==> src/rtl/btn_debounce_pulse.sv <==
// Push-button conditioner: synchronises btn_raw, debounces it on slowclk sample ticks and emits
// a clean level plus press/release pulses; auto-repeat pulses exist only with BTN_REPEAT_EN defined.
`timescale 1ns/1ps
module btn_debounce_pulse #(
  parameter int unsigned STABLE_SAMPLES = 4,
  parameter int unsigned REPEAT_DELAY   = 16,
  parameter int unsigned REPEAT_PERIOD  = 4,
  parameter int unsigned CNT_W          = 5
) (
  input  logic clock,
  input  logic reset_n,
  input  logic slowclk,
  input  logic btn_raw,
  output logic btn_level,
  output logic press_pulse,
  output logic release_pulse,
  output logic repeat_pulse
);

  typedef enum logic [1:0] {
    IDLE      = 2'd0,
    PRESS_CHK = 2'd1,
    HELD      = 2'd2,
    REL_CHK   = 2'd3
  } state_t;

  localparam logic [CNT_W-1:0] CNT_ZERO = {CNT_W{1'b0}};
  localparam logic [CNT_W-1:0] CNT_ONE  = {{(CNT_W-1){1'b0}}, 1'b1};
  localparam logic [CNT_W-1:0] CNT_MAX  = {CNT_W{1'b1}};
  localparam logic [CNT_W-1:0] STABLE_C = CNT_W'(STABLE_SAMPLES);

  function automatic logic [CNT_W-1:0] sat_inc(input logic [CNT_W-1:0] value);
    if (value == CNT_MAX) begin
      return value;
    end else begin
      return value + CNT_ONE;
    end
  endfunction

  logic                 btn_meta_r;
  logic                 btn_sync_r;
  logic                 slow_meta_r;
  logic                 slow_sync_r;
  logic                 slow_dly_r;
  logic                 tick_s;
  logic [CNT_W-1:0]     cnt_inc_s;
  state_t               state_r;
  logic [CNT_W-1:0]     cnt_r;
  logic                 level_r;
  logic                 press_r;
  logic                 release_r;

  // Two-flop synchronisers for the button and the divided clock, plus the strobe edge-detect flop
  always_ff @(posedge clock or negedge reset_n) begin
    if (!reset_n) begin
      btn_meta_r  <= 1'b0;
      btn_sync_r  <= 1'b0;
      slow_meta_r <= 1'b0;
      slow_sync_r <= 1'b0;
      slow_dly_r  <= 1'b0;
    end else begin
      btn_meta_r  <= btn_raw;
      btn_sync_r  <= btn_meta_r;
      slow_meta_r <= slowclk;
      slow_sync_r <= slow_meta_r;
      slow_dly_r  <= slow_sync_r;
    end
  end

  // Sample strobe on each slowclk rising edge and the saturating debounce count increment
  always_comb begin
    tick_s    = slow_sync_r & ~slow_dly_r;
    cnt_inc_s = sat_inc(cnt_r);
  end

  // Debounce FSM; pulses are registered so they appear the cycle after the deciding tick
  always_ff @(posedge clock or negedge reset_n) begin
    if (!reset_n) begin
      state_r   <= IDLE;
      cnt_r     <= CNT_ZERO;
      level_r   <= 1'b0;
      press_r   <= 1'b0;
      release_r <= 1'b0;
    end else begin
      press_r   <= 1'b0;
      release_r <= 1'b0;
      if (tick_s) begin
        case (state_r)
          IDLE: begin
            if (btn_sync_r) begin
              if (STABLE_C == CNT_ONE) begin
                state_r <= HELD;
                cnt_r   <= CNT_ZERO;
                level_r <= 1'b1;
                press_r <= 1'b1;
              end else begin
                state_r <= PRESS_CHK;
                cnt_r   <= CNT_ONE;
              end
            end else begin
              cnt_r <= CNT_ZERO;
            end
          end
          PRESS_CHK: begin
            if (btn_sync_r) begin
              if (cnt_inc_s == STABLE_C) begin
                state_r <= HELD;
                cnt_r   <= CNT_ZERO;
                level_r <= 1'b1;
                press_r <= 1'b1;
              end else begin
                cnt_r <= cnt_inc_s;
              end
            end else begin
              state_r <= IDLE;
              cnt_r   <= CNT_ZERO;
            end
          end
          HELD: begin
            if (!btn_sync_r) begin
              if (STABLE_C == CNT_ONE) begin
                state_r   <= IDLE;
                cnt_r     <= CNT_ZERO;
                level_r   <= 1'b0;
                release_r <= 1'b1;
              end else begin
                state_r <= REL_CHK;
                cnt_r   <= CNT_ONE;
              end
            end else begin
              cnt_r <= CNT_ZERO;
            end
          end
          REL_CHK: begin
            if (!btn_sync_r) begin
              if (cnt_inc_s == STABLE_C) begin
                state_r   <= IDLE;
                cnt_r     <= CNT_ZERO;
                level_r   <= 1'b0;
                release_r <= 1'b1;
              end else begin
                cnt_r <= cnt_inc_s;
              end
            end else begin
              state_r <= HELD;
              cnt_r   <= CNT_ZERO;
            end
          end
          default: begin
            state_r <= IDLE;
            cnt_r   <= CNT_ZERO;
            level_r <= 1'b0;
          end
        endcase
      end else begin
        state_r <= state_r;
        cnt_r   <= cnt_r;
      end
    end
  end

  assign btn_level     = level_r;
  assign press_pulse   = press_r;
  assign release_pulse = release_r;

`ifdef BTN_REPEAT_EN
  localparam logic [CNT_W-1:0] REP_DELAY_C  = CNT_W'(REPEAT_DELAY);
  localparam logic [CNT_W-1:0] REP_RELOAD_C = CNT_W'(REPEAT_DELAY - REPEAT_PERIOD);

  logic [CNT_W-1:0] rep_cnt_r;
  logic [CNT_W-1:0] rep_inc_s;
  logic             repeat_r;

  // Saturating increment of the auto-repeat tick count
  always_comb begin
    rep_inc_s = sat_inc(rep_cnt_r);
  end

  // Auto-repeat: held outside HELD/REL_CHK at zero, counts stable HELD ticks, pauses in REL_CHK
  always_ff @(posedge clock or negedge reset_n) begin
    if (!reset_n) begin
      rep_cnt_r <= CNT_ZERO;
      repeat_r  <= 1'b0;
    end else begin
      repeat_r <= 1'b0;
      case (state_r)
        IDLE, PRESS_CHK: begin
          rep_cnt_r <= CNT_ZERO;
        end
        HELD: begin
          if (tick_s && btn_sync_r) begin
            if (rep_inc_s == REP_DELAY_C) begin
              rep_cnt_r <= REP_RELOAD_C;
              repeat_r  <= 1'b1;
            end else begin
              rep_cnt_r <= rep_inc_s;
            end
          end else begin
            rep_cnt_r <= rep_cnt_r;
          end
        end
        REL_CHK: begin
          rep_cnt_r <= rep_cnt_r;
        end
        default: begin
          rep_cnt_r <= CNT_ZERO;
        end
      endcase
    end
  end

  assign repeat_pulse = repeat_r;
`else
  // Repeat timing parameters only matter when auto-repeat is built in
  logic unused_rep_cfg_s;
  assign unused_rep_cfg_s = (REPEAT_DELAY > REPEAT_PERIOD) ? 1'b1 : 1'b0;
  assign repeat_pulse     = 1'b0;
`endif

endmodule

==> config.mk <==
export PLATFORM = sky130hd
export DESIGN_NAME = btn_debounce_pulse
export DESIGN_NICKNAME = d
export VERILOG_FILES = /design/src/rtl/btn_debounce_pulse.sv
export SDC_FILE = /design/constraint.sdc
export NUM_CORES = 1
export LEC_CHECK = 0
export CAP_MARGIN = 20
export CORE_MARGIN = 2
export CORE_UTILIZATION = 45
export CTS_BUF_LIST = sky130_fd_sc_hd__clkbuf_4 sky130_fd_sc_hd__clkbuf_8 sky130_fd_sc_hd__clkbuf_16
export CTS_CLUSTER_DIAMETER = 200
export DETAILED_ROUTE_END_ITERATION = 7
export PLACE_DENSITY = 0.62
export SYNTH_ARGS = -nofsm -noshare
export SYNTH_HDL_FRONTEND = slang
export SYNTH_SLANG_ARGS = --single-unit
export TNS_END_PERCENT = 1
==> constraint.sdc <==
create_clock -name clock -period 2.2 [get_ports clock]
set_input_delay 0.44 -clock clock [delete_from_list [all_inputs] [get_ports clock]]
set_output_delay 0.44 -clock clock [all_outputs]
set_load 0.05 [all_outputs]
Word level (Yosys, flattened, before mapping)
Index checks and enable logic that the tools add are counted.
Word-level totals
  flip-flop bits (word level): 15
  input port bits: 4
  output and inout bits: 4
  word-level logic and storage cells: 56
Operators by class
  $add $sub $neg: 1
  eq/ne operators: 13
  mux-type cells: 26
  bitwise operators: 2
  reductions and logical operators: 4
Operators with widths (number)
  2-to-1 mux 5 bit: 4
  case mux 5 bit (4 select lines): 1
  2-to-1 mux 1 bit: 13
  2-to-1 mux 2 bit: 6
  inequality test 2 bit (second input constant): 6
  case mux 2 bit (4 select lines): 1
  inequality test 3 bit (second input constant): 2
  AND reduction 6 bit: 1
  adder 5 x 1 -> 5 bit (second input constant): 1
  equality test 5 x 3 -> 1 bit (second input constant): 1
  equality test 5 bit (second input constant): 1
  AND reduction 5 bit: 1
  equality test 2 bit (second input constant): 2
  equality test 2 x 1 -> 1 bit (second input constant): 1
  zero test 2 bit: 1
  case mux 1 bit (2 select lines): 1
  nonzero test 2 bit: 1
  bitwise AND 1 bit: 1
  NOT 1 bit: 1

Depth between registers and ports, before layout
  depth after elaboration: 7
  gate-level depth with buffers: 5
  gate-level depth less buffers: 5

Least setup slack after synthesis
Ideal clock, no wire load.
  path type: flip-flop to flip-flop
  from: register cnt_r[1]
  to: register (tool-made name)
  setup time: 0.125 ns
  arrival: 1.625 ns
  slack: 0.450 ns
  cell stages (with the launch flop): 6
  path buffers: 0
  period minus slack after synthesis: 1.750 ns
  path through: dfrtp_1 -> ha_1 -> nor3b_2 -> a31oi_2 -> or3_4 -> mux2_4
RTL lines
  start: declaration: line 48  | logic [CNT_W-1:0] cnt_r;
  start signal: assignment: line 112  | cnt_r <= cnt_inc_s;
  start signal: assignment: line 142  | cnt_r <= cnt_inc_s;
  start signal: assignment: line 157  | cnt_r <= cnt_r;

Worst setup path after layout
  from: register level_r (netlist: btn_level)
  to: output port btn_level
RTL lines
  start: declaration: line 49  | logic level_r;
  start signal: assignment: line 81  | level_r <= 1'b0;
  start signal: assignment: line 94  | level_r <= 1'b1;
  start signal: assignment: line 109  | level_r <= 1'b1;
  end: declaration: line 14  | output logic btn_level,
No word-level cell between the ends.

==> key figures <==
Run status
  • Status: completed

Critical path
  • Critical Path AT: 1.47 ns
  • R2R cell count: 5
  • Critical path class: flip-flop to output pin
  • R2r setup slk: 0.34 ns
  • Setup crit end: btn_level
  • Crit path buffers/inverters: 1
  • Critical Path Stages: 1
  • CP top delay family: buffers and inverters
  • CP cell instances: clkdlybuf4s50_1
  • Max stage delay on crit path: 0.81 ns
  • CP max stage cell: clkdlybuf4s50_1
  • Required @ worst endpoint: 1.76 ns
  • Element type at the critical path end: output pin
  • CP Launch Type: flip-flop
  • Worst reg2reg path startpoint: cnt_r[1]$_DFFE_PN0P_
  • CP Max Fanout: 3
  • CP Launch Point: btn_level$_DFFE_PN0P_

Timing
  • Fin. max-slew vios: 0
  • Worst Tran Pin Value: 0.638 ns
  • Final setup TNS: 0 ns
  • Fin crit period: 1.91 ns
  • Fin crit share: 0.867
  • Max Clock Freq: 525 MHz
  • Clock Skews: 0.00759 ns
  • Setup violators final: 0
  • Max_slew headroom: 0.573
  • Final hold violation count: 0
  • RSZ-0062 raised after global routing: false

Synthesis
  • Unique masters post-synth: 33
  • Netlist Area Pre-Place: 716 µm²
  • Area leader, netlist: dfrtp_1
  • Ys Warns: 0
  • Syn Nets: 70
  • Syn avg cell area: 11.0 µm²
  • Prevailing post-synth register cell: dfrtp_1
  • Async S/R FF share, synth: 1.00
  • Gate Count Post-Synth: 65
  • Leading post-synthesis cells by cell area: dfrtp_1 52%, nand2_1 3.1%, nor2_1 2.6%, o22a_1 2.4%, o41ai_1 2.4%
  • Synthesized flop and latch total: 15
  • Area fraction of the dominant cell type after synthesis: 0.524
  • Sequential fraction of the synthesis area: 0.524
  • EDFF count, synth: 0

Routing
  • Post-Route WL: 1110 µm
  • 1st-iter DRT viols: 15
  • Wire length per cell: 12.6 µm
  • Vias per cell: 5.45
  • Via count: 480
  • DR DRC count: 0
  • DR pass1 iterations: 3
  • Antenna Violating Nets Remaining: 0

Clocking
  • Buffer count from post-CTS setup fixing: 0
  • Cts bufs inserted: 3
  • Worst-Skew Late Latency: 0.28 ns
  • Clk sinks: 15
  • Max clock buf depth: 2
  • Reg clk slew, reported paths: 0.09 ns
  • CTS tree: yes
  • H-tree depth: 1
  • Clock root buffer: clkbuf_4
  • Hold_buf cts: 0
  • # resized after CTS: 0

Global routing
  • Initial antenna violation count: 0
  • Number of global-route vias before repair: 447
  • First-pass GRT wire length: 1960 µm
  • Grt ovf: 0
  • Largest net degree at the start of global routing: 16
  • Global-route usage over all layers: 0.144

Power and ir drop
  • Pwr dens: 922 mW/mm²
  • Leakage dissipation: 0.000351 µW
  • Peak VDD IR: 0.569 mV

Finish
  • Most frequent cells in the layout: 15 x dfrtp_1, 6 x nand2_1, 6 x clkdlybuf4s50_1
  • Area grow syn2layout: 13.1%
  • Post-route insts no fill: 88
  • Most common cell after layout, fill and taps aside: dfrtp_1
  • Final Net Count: 78
  • Share of cells above drive strength 1: 0.139
  • Fill cells: 135
  • # diodes: 0

Die
  • Die height: 43.9 µm
  • Row Count: 14
  • Die ar.: 0.00193 mm²
  • IO Pins: 8
  • Initial core utilization: 0.475
  • Core area: 0.00151 mm²
  • Die Width: 43.9 µm

Placement
  • Cells after DPL: 84
  • IO buf count: 6
  • Dpl hpwl: 832 µm
  • RePlAce Congestion: 0.713

Run
  • Max-cap viol count: 0

Worst hold path
  • Hold WC Path Type: flip-flop to flip-flop
-- power by group --
group          switching (µW)  total [µW]  internal (µW)
sequential               54.3         368            314
combinational             118         214           96.0
clock                    81.5         164           82.7
total                     254         746            492
-- final cells by class --
| class | instances | area (µm²) | area share |
|---|---|---|---|
| Tap cell | 16 | 20.0 | 0.0247 |
| Timing Repair Buffer | 7 | 67.6 | 0.0835 |
| Multi-Input combinational cell | 44 | 309 | 0.382 |
| Clock buffer | 4 | 30.0 | 0.0371 |
| Inverter | 2 | 7.51 | 0.00927 |
| Sequential cell | 15 | 375 | 0.464 |
-- synthesized netlist by cell type (2+ instances only) --
| library cell | number |
|---|---|
| inv_1 | 2 |
| nor2_1 | 5 |
| o41ai_1 | 2 |
| a21oi_1 | 3 |
| nand2_1 | 6 |
| nor3b_1 | 2 |
| o22a_1 | 2 |
| a31oi_1 | 2 |
| nor2b_1 | 2 |
| dfrtp_1 | 15 |
| buf_4 | 2 |
-- worst min-delay path by stage --
stage	from	cells after the start	endpoint	slack, ns
6_report	btn_meta_r$_DFF_PN0_	0	btn_sync_r$_DFF_PN0_	0.35
5_1_grt	btn_meta_r$_DFF_PN0_	0	btn_sync_r$_DFF_PN0_	0.36
4_1_cts	btn_meta_r$_DFF_PN0_	0	btn_sync_r$_DFF_PN0_	0.36
3_5_place_dp	slow_meta_r$_DFF_PN0_	0	slow_sync_r$_DFF_PN0_	0.34
3_3_place_gp	btn_meta_r$_DFF_PN0_	0	btn_sync_r$_DFF_PN0_	0.33
2_1_floorplan	reset_n	0	async pin	0.14
-- flip-flops by register name, summed over array words and instances (netlist names), named ones only --
name,cells
slow_sync_r,1
btn_level,1
cnt_r,5
btn_meta_r,1
release_pulse,1
btn_sync_r,1
slow_meta_r,1
slow_dly_r,1
state_r,1
press_pulse,1
-- layer usage --
layer,vias to the layer above,track usage,wire length [µm]
li1,246,-,-
met1,224,0.189,540
met2,10,0.209,502
met3,0,0.0750,71
met4,0,0.0364,0
met5,-,0,0
-- worst register-to-register path: stages, from the launching register on --
cell and delay, ns:
dfrtp_1 0.43, ha_1 0.30, nor3b_2 0.22, a31oi_2 0.09, or3_4 0.43, mux2_4 0.30
-- metrics by stage --
stage	hold WS, ns	area [µm²]	worst slack (ns)	power [µW]	utilization
after floorplan	0.144	716	0.450	531	-
after global placement	0.334	779	0.390	579	0.517
after detailed placement	0.338	779	0.352	587	0.517
after CTS	0.357	810	0.273	756	0.537
after global routing	0.360	810	0.215	803	0.537
final	0.353	810	0.294	746	0.537
-- kinds of logic after synthesis --
kind of cell | share of synthesized area
simple gates | 0.182
compound gates | 0.159
flops | 0.524
buf+inv | 0.0437
xor+xnor | 0.0472
fa+ha+maj | 0.0175
other cells | 0.00524
mux | 0.0210
(Power assumes the default switching activity.)
